==> src/rtl/fetch_queue_pkg.sv <==
// -----------------------------------------------------------------------------
// fetch_pkg
// Shared definitions for the instruction-fetch unit: default address and
// instruction widths, the default reset PC, the queue-entry layout and a
// small helper for sizing occupancy counters.
// -----------------------------------------------------------------------------
package fetch_pkg;

    localparam int FETCH_ADDR_W     = 4;
    localparam int FETCH_INST_W     = 8;
    localparam int FETCH_RESET_ADDR = 0;

    // One prefetch-queue entry at the default widths: the instruction word
    // and the address it was fetched from.
    typedef struct packed {
        logic [FETCH_INST_W-1:0] inst;
        logic [FETCH_ADDR_W-1:0] pc;
    } fetch_entry_t;

    // Bits needed to hold an occupancy value in the range 0..depth.
    function automatic int fetch_cnt_w(input int depth);
        return (depth < 1) ? 1 : $clog2(depth + 1);
    endfunction

endpackage

==> src/rtl/fetch_queue_if.sv <==
// -----------------------------------------------------------------------------
// fetch_queue_if
// Bundles the two buses of the fetch unit:
//   ROM side    : rom_adrs, rom_rd (to ROM), rom_data (from ROM, 1-cycle latency)
//   decode side : inst, inst_pc, inst_valid (to decode), inst_ready (from decode)
// modport master : the fetch unit
// modport slave  : the environment (ROM + decode stage)
// -----------------------------------------------------------------------------
interface fetch_queue_if #(
    parameter int ADDR_W = 4,
    parameter int INST_W = 8
);
    logic [ADDR_W-1:0] rom_adrs;
    logic              rom_rd;
    logic [INST_W-1:0] rom_data;
    logic [INST_W-1:0] inst;
    logic [ADDR_W-1:0] inst_pc;
    logic              inst_valid;
    logic              inst_ready;

    modport master (
        output rom_adrs, rom_rd, inst, inst_pc, inst_valid,
        input  rom_data, inst_ready
    );

    modport slave (
        input  rom_adrs, rom_rd, inst, inst_pc, inst_valid,
        output rom_data, inst_ready
    );
endinterface

==> src/rtl/fetch_queue_fifo.sv <==
// -----------------------------------------------------------------------------
// fetch_fifo
// DEPTH-entry circular queue used as the prefetch buffer.
// Ports:
//   clk, rst    : clock, synchronous active-high reset
//   push, din   : write din at the tail
//   pop         : drop the head (ignored when empty)
//   flush       : empty the queue; dominates push and pop
//   count       : current occupancy (0..DEPTH)
//   head        : entry at the head (meaningful only when count != 0)
// Push while full is legal only together with a pop; the caller's credit
// logic guarantees that.
// -----------------------------------------------------------------------------
module fetch_fifo
    import fetch_pkg::*;
#(
    parameter int DEPTH = 2,
    parameter int WIDTH = 12
) (
    input  logic                          clk,
    input  logic                          rst,
    input  logic                          push,
    input  logic [WIDTH-1:0]              din,
    input  logic                          pop,
    input  logic                          flush,
    output logic [fetch_cnt_w(DEPTH)-1:0] count,
    output logic [WIDTH-1:0]              head
);
    localparam int PW = (DEPTH > 1) ? $clog2(DEPTH) : 1;
    localparam int CW = fetch_cnt_w(DEPTH);
    localparam logic [PW-1:0] LAST = PW'(DEPTH - 1);

    logic [PW-1:0]    wr_ptr_reg, wr_ptr_next;
    logic [PW-1:0]    rd_ptr_reg, rd_ptr_next;
    logic [CW-1:0]    count_reg, count_next;
    logic [WIDTH-1:0] slot_data [DEPTH];
    logic             do_pop;

    // Explicit wrap so that non-trivial DEPTH=1 pointer widths still work.
    function automatic logic [PW-1:0] ptr_inc(input logic [PW-1:0] p);
        return (p == LAST) ? '0 : p + 1'b1;
    endfunction

    assign do_pop = pop && (count_reg != '0);

    // One register per slot; contents are not reset because count gates them.
    generate
        for (genvar gi = 0; gi < DEPTH; gi++) begin : g_slot
            logic [WIDTH-1:0] data_reg;
            always_ff @(posedge clk) begin
                if (push && (wr_ptr_reg == PW'(gi))) begin
                    data_reg <= din;
                end
            end
            assign slot_data[gi] = data_reg;
        end
    endgenerate

    always_comb begin
        wr_ptr_next = wr_ptr_reg;
        rd_ptr_next = rd_ptr_reg;
        count_next  = count_reg;
        if (flush) begin
            wr_ptr_next = '0;
            rd_ptr_next = '0;
            count_next  = '0;
        end else begin
            if (push) begin
                wr_ptr_next = ptr_inc(wr_ptr_reg);
            end
            if (do_pop) begin
                rd_ptr_next = ptr_inc(rd_ptr_reg);
            end
            count_next = count_reg + CW'(push) - CW'(do_pop);
        end
    end

    always_ff @(posedge clk) begin
        if (rst) begin
            wr_ptr_reg <= '0;
            rd_ptr_reg <= '0;
            count_reg  <= '0;
        end else begin
            wr_ptr_reg <= wr_ptr_next;
            rd_ptr_reg <= rd_ptr_next;
            count_reg  <= count_next;
        end
    end

    assign count = count_reg;
    assign head  = slot_data[rd_ptr_reg];

endmodule

==> src/rtl/fetch_queue.sv <==
// -----------------------------------------------------------------------------
// fetch_queue
// Instruction-fetch unit: keeps the PC, issues reads to a 1-cycle-latency
// ROM, buffers returned instructions in a DEPTH-entry prefetch queue and
// presents the head to decode over valid/ready. A jump redirects the PC and
// squashes everything queued or in flight.
// Ports:
//   clk, rst          : clock, synchronous active-high reset
//   isjump, jumpadrs  : redirect request and target
//   bus (master)      : rom_adrs/rom_rd/rom_data, inst/inst_pc/inst_valid/inst_ready
// Optional feature (macro FETCH_LINK_EN):
//   call_en : jump to jumpadrs and save the return address in a link register
//   ret_en  : jump to the link register
//   Priority rst > ret_en > call_en > isjump; all flush like isjump.
// -----------------------------------------------------------------------------
module fetch_queue
    import fetch_pkg::*;
#(
    parameter int              ADDR_W     = FETCH_ADDR_W,
    parameter int              INST_W     = FETCH_INST_W,
    parameter int              DEPTH      = 2,
    parameter logic [ADDR_W-1:0] RESET_ADDR = ADDR_W'(FETCH_RESET_ADDR)
) (
    input  logic              clk,
    input  logic              rst,
`ifdef FETCH_LINK_EN
    input  logic              call_en,
    input  logic              ret_en,
`endif
    input  logic              isjump,
    input  logic [ADDR_W-1:0] jumpadrs,
    fetch_queue_if.master     bus
);
    localparam int CW = fetch_cnt_w(DEPTH);
    localparam int EW = INST_W + ADDR_W;

    logic [ADDR_W-1:0] pc_reg;
    logic              inflight_reg;
    logic [ADDR_W-1:0] inflight_pc_reg;

    logic [CW-1:0]     count;
    logic [EW-1:0]     head;
    logic              head_valid;
    logic              pop;
    logic              push;
    logic              issue;
    logic [CW:0]       credit_used;
    logic              jump_take;
    logic [ADDR_W-1:0] jump_target;

`ifdef FETCH_LINK_EN
    logic [ADDR_W-1:0] link_reg;
    logic [ADDR_W-1:0] ret_addr;

    // Address of whatever instruction decode would see after the current head.
    assign ret_addr    = head_valid   ? head[ADDR_W-1:0] + 1'b1 :
                         inflight_reg ? inflight_pc_reg : pc_reg;
    assign jump_take   = ret_en || call_en || isjump;
    assign jump_target = ret_en ? link_reg : jumpadrs;

    always_ff @(posedge clk) begin
        if (rst) begin
            link_reg <= RESET_ADDR;
        end else if (call_en && !ret_en) begin
            link_reg <= ret_addr;
        end
    end
`else
    assign jump_take   = isjump;
    assign jump_target = jumpadrs;
`endif

    assign head_valid = (count != '0);
    assign pop        = head_valid && bus.inst_ready;

    // The credit counts the read still in flight and subtracts this cycle's
    // pop, so a full queue that is draining can keep issuing.
    assign credit_used = {1'b0, count} - (CW+1)'(pop) + (CW+1)'(inflight_reg);
    assign issue       = !rst && !jump_take && (credit_used < (CW+1)'(DEPTH));

    // A return arriving in a jump cycle belongs to the old stream.
    assign push = inflight_reg && !jump_take;

    fetch_fifo #(
        .DEPTH (DEPTH),
        .WIDTH (EW)
    ) u_fifo (
        .clk   (clk),
        .rst   (rst),
        .push  (push),
        .din   ({bus.rom_data, inflight_pc_reg}),
        .pop   (pop),
        .flush (jump_take),
        .count (count),
        .head  (head)
    );

    always_ff @(posedge clk) begin
        if (rst) begin
            pc_reg          <= RESET_ADDR;
            inflight_reg    <= 1'b0;
            inflight_pc_reg <= '0;
        end else begin
            inflight_reg <= issue;
            if (issue) begin
                inflight_pc_reg <= pc_reg;
            end
            if (jump_take) begin
                pc_reg <= jump_target;
            end else if (issue) begin
                pc_reg <= pc_reg + 1'b1;
            end
        end
    end

    assign bus.rom_adrs   = pc_reg;
    assign bus.rom_rd     = issue;
    assign bus.inst_valid = head_valid;
    // Zero when empty so uninitialised slots never leak onto the bus.
    assign bus.inst       = head_valid ? head[EW-1:ADDR_W] : '0;
    assign bus.inst_pc    = head_valid ? head[ADDR_W-1:0]  : '0;

endmodule

==> src/flat_wrapper.sv <==
// flat-port wrapper written by rule: the top's interface ports become plain ports
module fetch_queue_flat import fetch_pkg::*;
#(
    parameter int              ADDR_W     = FETCH_ADDR_W,
    parameter int              INST_W     = FETCH_INST_W,
    parameter int              DEPTH      = 2,
    parameter logic [ADDR_W-1:0] RESET_ADDR = ADDR_W'(FETCH_RESET_ADDR)
)
  (clk, rst, isjump, jumpadrs, bus_rom_adrs, bus_rom_rd, bus_inst, bus_inst_pc, bus_inst_valid, bus_rom_data, bus_inst_ready);
  fetch_queue_if #(.ADDR_W(ADDR_W), .INST_W(INST_W)) bus_i ();
  input  logic clk;
  input  logic rst;
  input  logic isjump;
  input  logic [ADDR_W-1:0] jumpadrs;
  output wire logic [$bits(bus_i.rom_adrs)-1:0] bus_rom_adrs;
  output wire logic [$bits(bus_i.rom_rd)-1:0] bus_rom_rd;
  output wire logic [$bits(bus_i.inst)-1:0] bus_inst;
  output wire logic [$bits(bus_i.inst_pc)-1:0] bus_inst_pc;
  output wire logic [$bits(bus_i.inst_valid)-1:0] bus_inst_valid;
  input wire logic [$bits(bus_i.rom_data)-1:0] bus_rom_data;
  input wire logic [$bits(bus_i.inst_ready)-1:0] bus_inst_ready;
  assign bus_rom_adrs = bus_i.rom_adrs;
  assign bus_rom_rd = bus_i.rom_rd;
  assign bus_inst = bus_i.inst;
  assign bus_inst_pc = bus_i.inst_pc;
  assign bus_inst_valid = bus_i.inst_valid;
  assign bus_i.rom_data = bus_rom_data;
  assign bus_i.inst_ready = bus_inst_ready;
  fetch_queue #(.ADDR_W(ADDR_W), .INST_W(INST_W), .DEPTH(DEPTH), .RESET_ADDR(RESET_ADDR)) u_core (.clk(clk), .rst(rst), .isjump(isjump), .jumpadrs(jumpadrs), .bus(bus_i));
endmodule
==> config.mk <==
export PLATFORM = sky130hd
export DESIGN_NAME = fetch_queue_flat
export DESIGN_NICKNAME = d
export VERILOG_FILES = /design/src/rtl/fetch_queue_pkg.sv /design/src/rtl/fetch_queue_if.sv /design/src/rtl/fetch_queue_fifo.sv /design/src/rtl/fetch_queue.sv /design/src/flat_wrapper.sv
export SDC_FILE = /design/constraint.sdc
export NUM_CORES = 1
export LEC_CHECK = 0
export CORE_ASPECT_RATIO = 1.5
export CORE_MARGIN = 4
export CORE_UTILIZATION = 49
export DETAILED_ROUTE_END_ITERATION = 6
export PLACE_DENSITY = 0.77
export REMOVE_ABC_BUFFERS = 1
export SYNTH_ARGS = -nofsm -noshare
export SYNTH_HDL_FRONTEND = slang
export SYNTH_SLANG_ARGS = --single-unit
==> constraint.sdc <==
create_clock -name clk -period 4.6 [get_ports clk]
set_input_delay 1.38 -clock clk [delete_from_list [all_inputs] [get_ports clk]]
set_output_delay 1.38 -clock clk [all_outputs]
set_load 0.01 [all_outputs]
# After elaboration in Yosys (flattened, before gate mapping)
# Cells that the tools add are included.
[totals]
ff_bits = 37
input_bits = 16
output_inout_bits = 18
wordCells = 40
[classes]
n_addsub = 7
n_lt_le_gt_ge = 2
mux = 9
bitwise_logic = 2
n_reduce_logical = 12
[ops]
columns = ["cell", "n"]
rows = [
  ["12-bit 2-to-1 mux", 3],
  ["4-bit 2-to-1 mux", 3],
  ["8-bit 2-to-1 mux", 1],
  ["1-bit logical AND", 7],
  ["4-bit by 1-bit adder with 4-bit output, second input constant", 1],
  ["2-bit nonzero test", 2],
  ["3-bit by 1-bit adder with 3-bit output", 1],
  ["3-bit by 2-bit < comparator with 1-bit output, second input constant", 1],
  ["2-bit by 1-bit subtractor with 3-bit output", 1],
  ["1-bit adder, second input constant", 2],
  ["2-bit by 1-bit adder with 2-bit output", 1],
  ["2-bit >= comparator, second input constant", 1],
  ["1-bit zero test", 2],
  ["1-bit 2-to-1 mux", 2],
  ["1-bit inverter with 2-bit output", 1],
  ["2-bit OR reduction", 1],
  ["2-bit by 1-bit subtractor with 2-bit output", 1],
  ["1-bit inverter", 1],
]

# Depth between registers and ports, before layout
# Gate-level depths: netlist of run 1.
[depth]
word_depth = 8
depth_mapped = 9
depth_no_buf = 8

# Hierarchy
# A second synthesis of run 1 with hierarchy kept.
[hier_totals]
hier_cells = 120
area_unflattened_um2 = 1660.3
[modules_own_cells]
columns = ["mod", "instances", "cells_per_inst", "area_per_inst_um2", "seq_area_each_um2"]
rows = [
  ["fetch_fifo", 1, 56, 1074.8, 800.8],
  ["fetch_queue", 1, 64, 585.6, 180.2],
]

# Worst setup path before layout of run 1
# Ideal clock, no wire load.
[synth_path]
kind = "in2out"
from = "in bus_inst_ready"
to = "out bus_rom_rd"
t_arrival_ns = 3.166
required_ns = 3.220
setup_slack_ns = 0.054
cell_stages = 8
path_buffers = 1
cell_sequence = "o21ai_0 -> inv_1 -> ha_1 -> nand2b_1 -> fa_1 -> or3b_1 -> buf_2 -> nor2_1"
[synth_via]
elab_chain_cells = 5
[synth_lines]
columns = ["item", "line_no", "source"]
rows = [
  ["start, declared", "flat_wrapper.sv:21", "input wire logic [$bits(bus_i.inst_ready)-1:0] bus_inst_ready;"],
  ["1-bit logical AND", "fetch_queue.sv:74", "assign pop = head_valid && bus.inst_ready;"],
  ["2-bit by 1-bit subtractor with 3-bit output", "fetch_queue.sv:78", "assign credit_used = {1'b0, count} - (CW+1)'(pop) + (CW+1)'(inflight_reg);"],
  ["3-bit by 1-bit adder with 3-bit output", "fetch_queue.sv:78", ""],
  ["3-bit by 2-bit < comparator with 1-bit output", "fetch_queue.sv:79", "assign issue = !rst && !jump_take && (credit_used < (CW+1)'(DEPTH));"],
  ["1-bit logical AND", "fetch_queue.sv:79", ""],
  ["end, declared", "flat_wrapper.sv:16", "output wire logic [$bits(bus_i.rom_rd)-1:0] bus_rom_rd;"],
]
# No other way between the ends.

# Worst setup path in the final report of run 1
# Ends and elaborated chain as after synthesis.

==> results of run 1 <==
-- stage by stage --
step / hold slack, ns / util, %
6_report: 0.459 / 74.6
3_5_place_dp: 0.442 / 63.8
4_1_cts: 0.459 / 73.8
3_3_place_gp: 0.426 / 63.8
5_1_grt: 0.485 / 74.6
2_1_floorplan: 0.419 / -
-- synth_stat cells, types with 2 or more instances --
| master | number |
|---|---|
| xor2_1 | 3 |
| nor3b_1 | 2 |
| nand2b_1 | 2 |
| nand3_1 | 5 |
| inv_1 | 7 |
| dfxtp_1 | 13 |
| nor3_1 | 3 |
| clkbuf_1 | 4 |
| xnor2_1 | 3 |
| ha_1 | 4 |
| nand2_1 | 3 |
| buf_2 | 2 |
| nand4_1 | 2 |
| mux2i_1 | 12 |
| a21oi_1 | 5 |
| nor2_1 | 18 |
| o21ai_0 | 7 |
| nor2b_1 | 2 |
| edfxtp_1 | 24 |
-- power groups by stage --
| stage | clock network [uW] | registers, uW | logic [uW] |
|---|---|---|---|
| 6_report | 270 | 371 | 84.1 |
| 2_1_floorplan | 0 | 377 | 26.1 |
| 3_5_place_dp | 0 | 377 | 68.2 |
| 3_3_place_gp | 0 | 377 | 65.8 |
| 5_1_grt | 291 | 372 | 91.1 |
| 4_1_cts | 274 | 370 | 80.4 |
-- cell families (layout without fill, tap and decap cells) --
kind of cell | count (synthesis) | in the layout
XOR/XNOR | 6 | 6
adder cells (fa/ha/maj) | 5 | 5
multiplexers | 12 | 12
flip-flops | 37 | 37
AO/OA/AOI/OAI | 18 | 18
AND/OR/NAND/NOR | 39 | 39
buffers and inverters | 13 | 79
-- worst max-delay path by stage --
stage,end
3_3_place_gp,bus_rom_rd
2_1_floorplan,bus_rom_rd
6_report,bus_rom_rd
5_1_grt,bus_rom_rd
4_1_cts,bus_rom_rd
3_5_place_dp,bus_rom_rd
-- timing repair --
| action | in CTS | in global routing |
|---|---|---|
| setup endpoints to repair | 1 | 2 |
| pin swaps | 6 | 5 |
| setup buffers | 22 | 3 |
| gates resized for setup | 19 | 2 |
-- layout make-up --
| class | count | share of cell area [%] |
|---|---|---|
| clock buffer | 5 | 2.95 |
| tap | 40 | 2.15 |
| timing repair buffer | 64 | 24.0 |
| sequential | 37 | 42.1 |
| multi-input combinational | 80 | 25.9 |
| inverter | 7 | 1.23 |
| clock inverter | 3 | 1.77 |
-- worst max-delay path: stages --
cell	delay, ns
buf_2	0.10
o21ai_2	0.06
inv_2	0.06
ha_1	0.27
nand2b_4	0.14
fa_1	0.51
or3b_4	0.41
nor2_4	0.11
buf_6	0.11
-- routing by layer --
layer	vias to the layer above	global-route usage (%)	wire length, um	share of wire (%)
li1	595	-	-	-
met1	578	21.3	1340	37
met2	48	32.3	1980	55
met3	11	4.03	205	5.7
met4	0	11.5	100	2.8
met5	-	0	0	0
==> out/metrics.yaml, run 1 <==
route:
  drtAntennaViolNets: 0
  route.detailed.drc: 0
  vias_per_cell: 5.22
  dr.pass1.iters: 4
  vias: 1232
  wl_um: 3620
  wl_per_cell_um: 15.4
  initialDrtViolationCount: 24
sta:
  drv_slew: 0
  hold_violations: 0
  tns_ns: 0
  rsz0062_at_grt: "true"
  maxSlewHeadroom_pct: 31.2
  min_period_over_period_pct: 98.7
  setup_ws_ns: 0.0619
  fin_crit_ns: 4.54
  finClkSkew_ns: 0.00450
  finalSetupViolCount: 0
  fmax_ghz: 0.220
  tightestPinTransition_ns: 1.03
synth:
  synthSimpleGateAreaFrac_pct: 11.9
  synth-edff-count: 24
  yosysWarningCount: 0
  synthMuxAreaShare_pct: 7.59
  yosysTopAreaCell: "edfxtp_1"
  yosysSeqAreaShare_pct: 62.0
  ys_seq_elements: 37
  synth_ff_type: "edfxtp_1"
  avgSynthCellArea_sq_um: 12.2
  synth_top_family_by_area: "simple AND/OR/NAND/NOR gates"
  synth_area_leaders: "edfxtp_1 (46%), dfxtp_1 (16%), mux2i_1 (7.6%)"
  synthDistinctLibCells: 28
  syn_area_sq_um: 1580
  synth_compound_area_share_pct: 7.52
  synth_fa_ha_area_share_pct: 4.43
  yosysTopAreaCellShare_pct: 45.6
  synth_xor_area_share_pct: 3.32
  synthCells: 130
  synthArstFlopShare_pct: 0
power:
  leakage_uw: 0.000870
  switching_share_pct: 21.3
  seqPwrFrac_pct: 51.2
  p_per_area_nw_per_um2: 311
  vdd_ir_drop_max_uv: 289
  p_int_uw: 570
  power_switching_uw: 154
  combPwrFrac_pct: 11.6
  total_power_uw: 725
  p_clk_share_pct: 37.2
cts:
  cts_hold_buf: 0
  htree_levels: 2
  tritoncts: "built"
  cts_made_buffers: 5
  cts.root.buffer_cell: "clkbuf_8"
  clk_pin_slew_ns: 0.07
  clk_latency_ns: 0.29
  clock_path_buffers: 2
  cts_sinks: 37
die:
  core_sq_um: 3130
  die_x_um: 54.4
  die_h_um: 77.6
  dieArea_sq_um: 4220
  initial_core_util_pct: 50.6
  rows: 25
  io-pin-count: 34
layout:
  layout_common_cells: "clkdlybuf4s50_1 (31), buf_4 (31), edfxtp_1 (24)"
  drive_gt1_share_pct: 25.5
  fin_area_sq_um: 2330
  seq_area_sq_um: 981
  num-fill-cells: 214
  antenna_cells: 0
  multiInputGateArea_sq_um: 603
  final_cell_count_no_fill: 236
  nets: 216
  largest_reg_flops: 24
  area_growth_syn_to_layout_pct: 47.5
global_route:
  grt_first_pass_wirelength_um: 5800
  grt.overflow.total: 0
  antenna_found_initial: 0
  track_usage_pct: 19.3
  grt_max_degree: 15
  grt_pass1_vias: 1275
place:
  dp_slack_ns: -0.801
  place_area_sq_um: 2000
  portBuffers: 33
  dp.cells: 205
  dp_hpwl_um: 2140
  gp_congestion: 0.751
critical_path:
  cp.arrival_ns: 3.16
  r2r_setup_slack_ns: 0.73
  critPathCaptureType: "output pin"
  reg2reg_depth: 26
  critPathMaxFanout: 2
  required_ns: 3.22
  cp-startpoint: "bus_inst_ready"
  reg2reg_from: "u_core.u_fifo.count[1]$_SDFF_PN0_"
  cp-start-kind: "input pin"
  r2r-end: "u_core.u_fifo.count[1]$_SDFF_PN0_"
  worstSetupPathType: "input pin to output pin"
worst_hold_path:
  hp-start: "u_core.inflight_pc_reg[0]$_SDFFE_PP0P_"
  hold_depth: 0
  hold_path_class: "register to register"
  hold_end: "u_core.u_fifo.g_slot[1].data_reg[0]$_DFFE_PP_"
run_status:
  status: "finished clean"
run:
  maxCapViolCount: 0
Note: power is estimated with default switching activity, not from simulation.
==> run 2, diff against run 1 <==
- CORE_UTILIZATION: 49 -> 50
- PLACE_DENSITY: 0.77 -> 0.79
- RECOVER_POWER: default -> 25
- clock period: 4.6 -> 5.8 ns (I/O delays scaled with it)
==> out/metrics.yaml, run 2 (synthesis results as in run 1) <==
cts:
  clk_pin_slew_ns: 0.07
  tritoncts: "built"
  clock_path_buffers: 2
  clk_latency_ns: 0.29
  cts_made_buffers: 5
  htree_levels: 2
  cts.root.buffer_cell: "clkbuf_8"
  cts_sinks: 37
layout:
  final_cell_count_no_fill: 213
  seq_area_sq_um: 981
  area_growth_syn_to_layout_pct: 33.3
  nets: 194
  layout_common_cells: "clkdlybuf4s50_1 (26), edfxtp_1 (24), nor2_1 (17)"
  antenna_cells: 0
  largest_reg_flops: 24
  drive_gt1_share_pct: 13.2
  fin_util_pct: 70.9
  fin_area_sq_um: 2110
  num-fill-cells: 215
  final_common_cell: "clkdlybuf4s50_1"
  multiInputGateArea_sq_um: 563
die:
  initial_core_util_pct: 53.2
  io-pin-count: 34
  dieArea_sq_um: 4150
  die_h_um: 76.9
  die_x_um: 53.9
  core_sq_um: 2970
  rows: 24
route:
  dr.pass1.iters: 4
  drtAntennaViolNets: 0
  route.detailed.drc: 0
  wl_um: 3060
  wl_per_cell_um: 14.3
  initialDrtViolationCount: 28
  vias_per_cell: 5.31
  vias: 1132
sta:
  min_period_over_period_pct: 97.1
  maxSlewHeadroom_pct: 33.0
  rsz0062_at_grt: "false"
  fmax_ghz: 0.178
  finClkSkew_ns: 0.00578
  drv_slew: 0
  tightestPinTransition_ns: 1.00
  fin_crit_ns: 5.63
  setup_ws_ns: 0.170
  finalSetupViolCount: 0
  hold_violations: 0
run_status:
  status: "finished clean"
power:
  total_power_uw: 531
  p_clk_share_pct: 34.5
  p_per_area_nw_per_um2: 252
  leakage_uw: 0.000749
  combPwrFrac_pct: 10.2
  power_switching_uw: 117
  seqPwrFrac_pct: 55.3
  p_int_uw: 413
  switching_share_pct: 22.1
  vdd_ir_drop_max_uv: 189
run:
  maxCapViolCount: 0
global_route:
  grt_first_pass_wirelength_um: 5040
  grt.overflow.total: 0
  grt_max_degree: 15
  grt_pass1_vias: 1173
  track_usage_pct: 17.0
  antenna_found_initial: 0
worst_hold_path:
  hold_path_class: "register to register"
critical_path:
  critPathCaptureType: "output pin"
  worstSetupPathType: "input pin to output pin"
  cp-start-kind: "input pin"
  critPathMaxFanout: 2
  required_ns: 4.06
  cp.arrival_ns: 3.89
place:
  place_area_sq_um: 1980
  dp_hpwl_um: 2210
  portBuffers: 33
  dp_slack_ns: -0.334
  dp.cells: 202
  gp_congestion: 0.733
==> run 2: cell types whose count changed in the layout (fill, tap and decap cells not counted), moves of 2 or more <==
| cell | delta |
|---|---|
| dlygate4sd3_1 | +6 |
| buf_4 | -22 |
| clkdlybuf4s50_1 | -5 |
| ha_1 | +2 |
| ha_4 | -2 |
==> run 2: per-stage QoR <==
stage	TNS, ns	hold WS [ns]
after global placement	-0.266	0.426
after global routing	0	0.477
final	0	0.455
after CTS	0	0.457
after detailed placement	-0.334	0.439
after floorplan	0	0.419
==> run 2: timing repair <==
action,in CTS,in global routing
pin swaps,2,1
hold buffers,0,0
setup endpoints to repair,1,1
cloned,0,0
setup buffers,2,1
resized for setup,7,3
==> run 2: layer usage <==
layer / routed length (um) / global-route usage [%] / up-vias / part of all wire (%)
li1: - / - / 554 / -
met1: 1120 / 15.2 / 528 / 37
met2: 1670 / 31.1 / 42 / 55
met3: 201 / 6.40 / 8 / 6.6
met4: 62 / 7.67 / 0 / 2.0
met5: 0 / 0 / - / 0
==> run 2: worst max-delay path, stage by stage <==
cell and delay [ns]:
clkdlybuf4s50_1 0.41, o21ai_2 0.08, inv_2 0.06, ha_1 0.27, nand2b_1 0.16, fa_1 0.52
or3b_4 0.41, nor2_4 0.11, buf_2 0.13
==> run 2: cell type report <==
type                    count  share of cell area (%)
clock buffers               6                    3.92
multi-input cells          80                    26.7
inverters                   7                    1.25
clock inverters             2                   0.653
well taps                  39                    2.31
flip-flops and latches     37                    46.5
repair buffers             42                    18.6
==> run 2: power by group through the flow <==
stage / sequential [uW] / clock (uW) / combinational, uW
4_1_cts: 294 / 190 / 54.4
3_3_place_gp: 299 / 0 / 50.6
2_1_floorplan: 299 / 0 / 20.7
3_5_place_dp: 299 / 0 / 52.6
5_1_grt: 294 / 205 / 59.0
6_report: 294 / 183 / 53.9
==> run 2: path summary, 6_finish.rpt <==
kind                                                              from                                             to  slack [ns]  depth (start not counted)
worst max register to register       u_core.u_fifo.count[1]$_SDFF_PN0_            u_core.bus.rom_adrs[3]$_SDFFE_PP0P_        2.80                         10
worst min-delay path            u_core.inflight_pc_reg[3]$_SDFFE_PP0P_  u_core.u_fifo.g_slot[1].data_reg[3]$_DFFE_PP_        0.45                          0
worst max-delay path                                    bus_inst_ready                                     bus_rom_rd        0.17                          9
worst min register to register  u_core.inflight_pc_reg[3]$_SDFFE_PP0P_  u_core.u_fifo.g_slot[1].data_reg[3]$_DFFE_PP_        0.45                          0
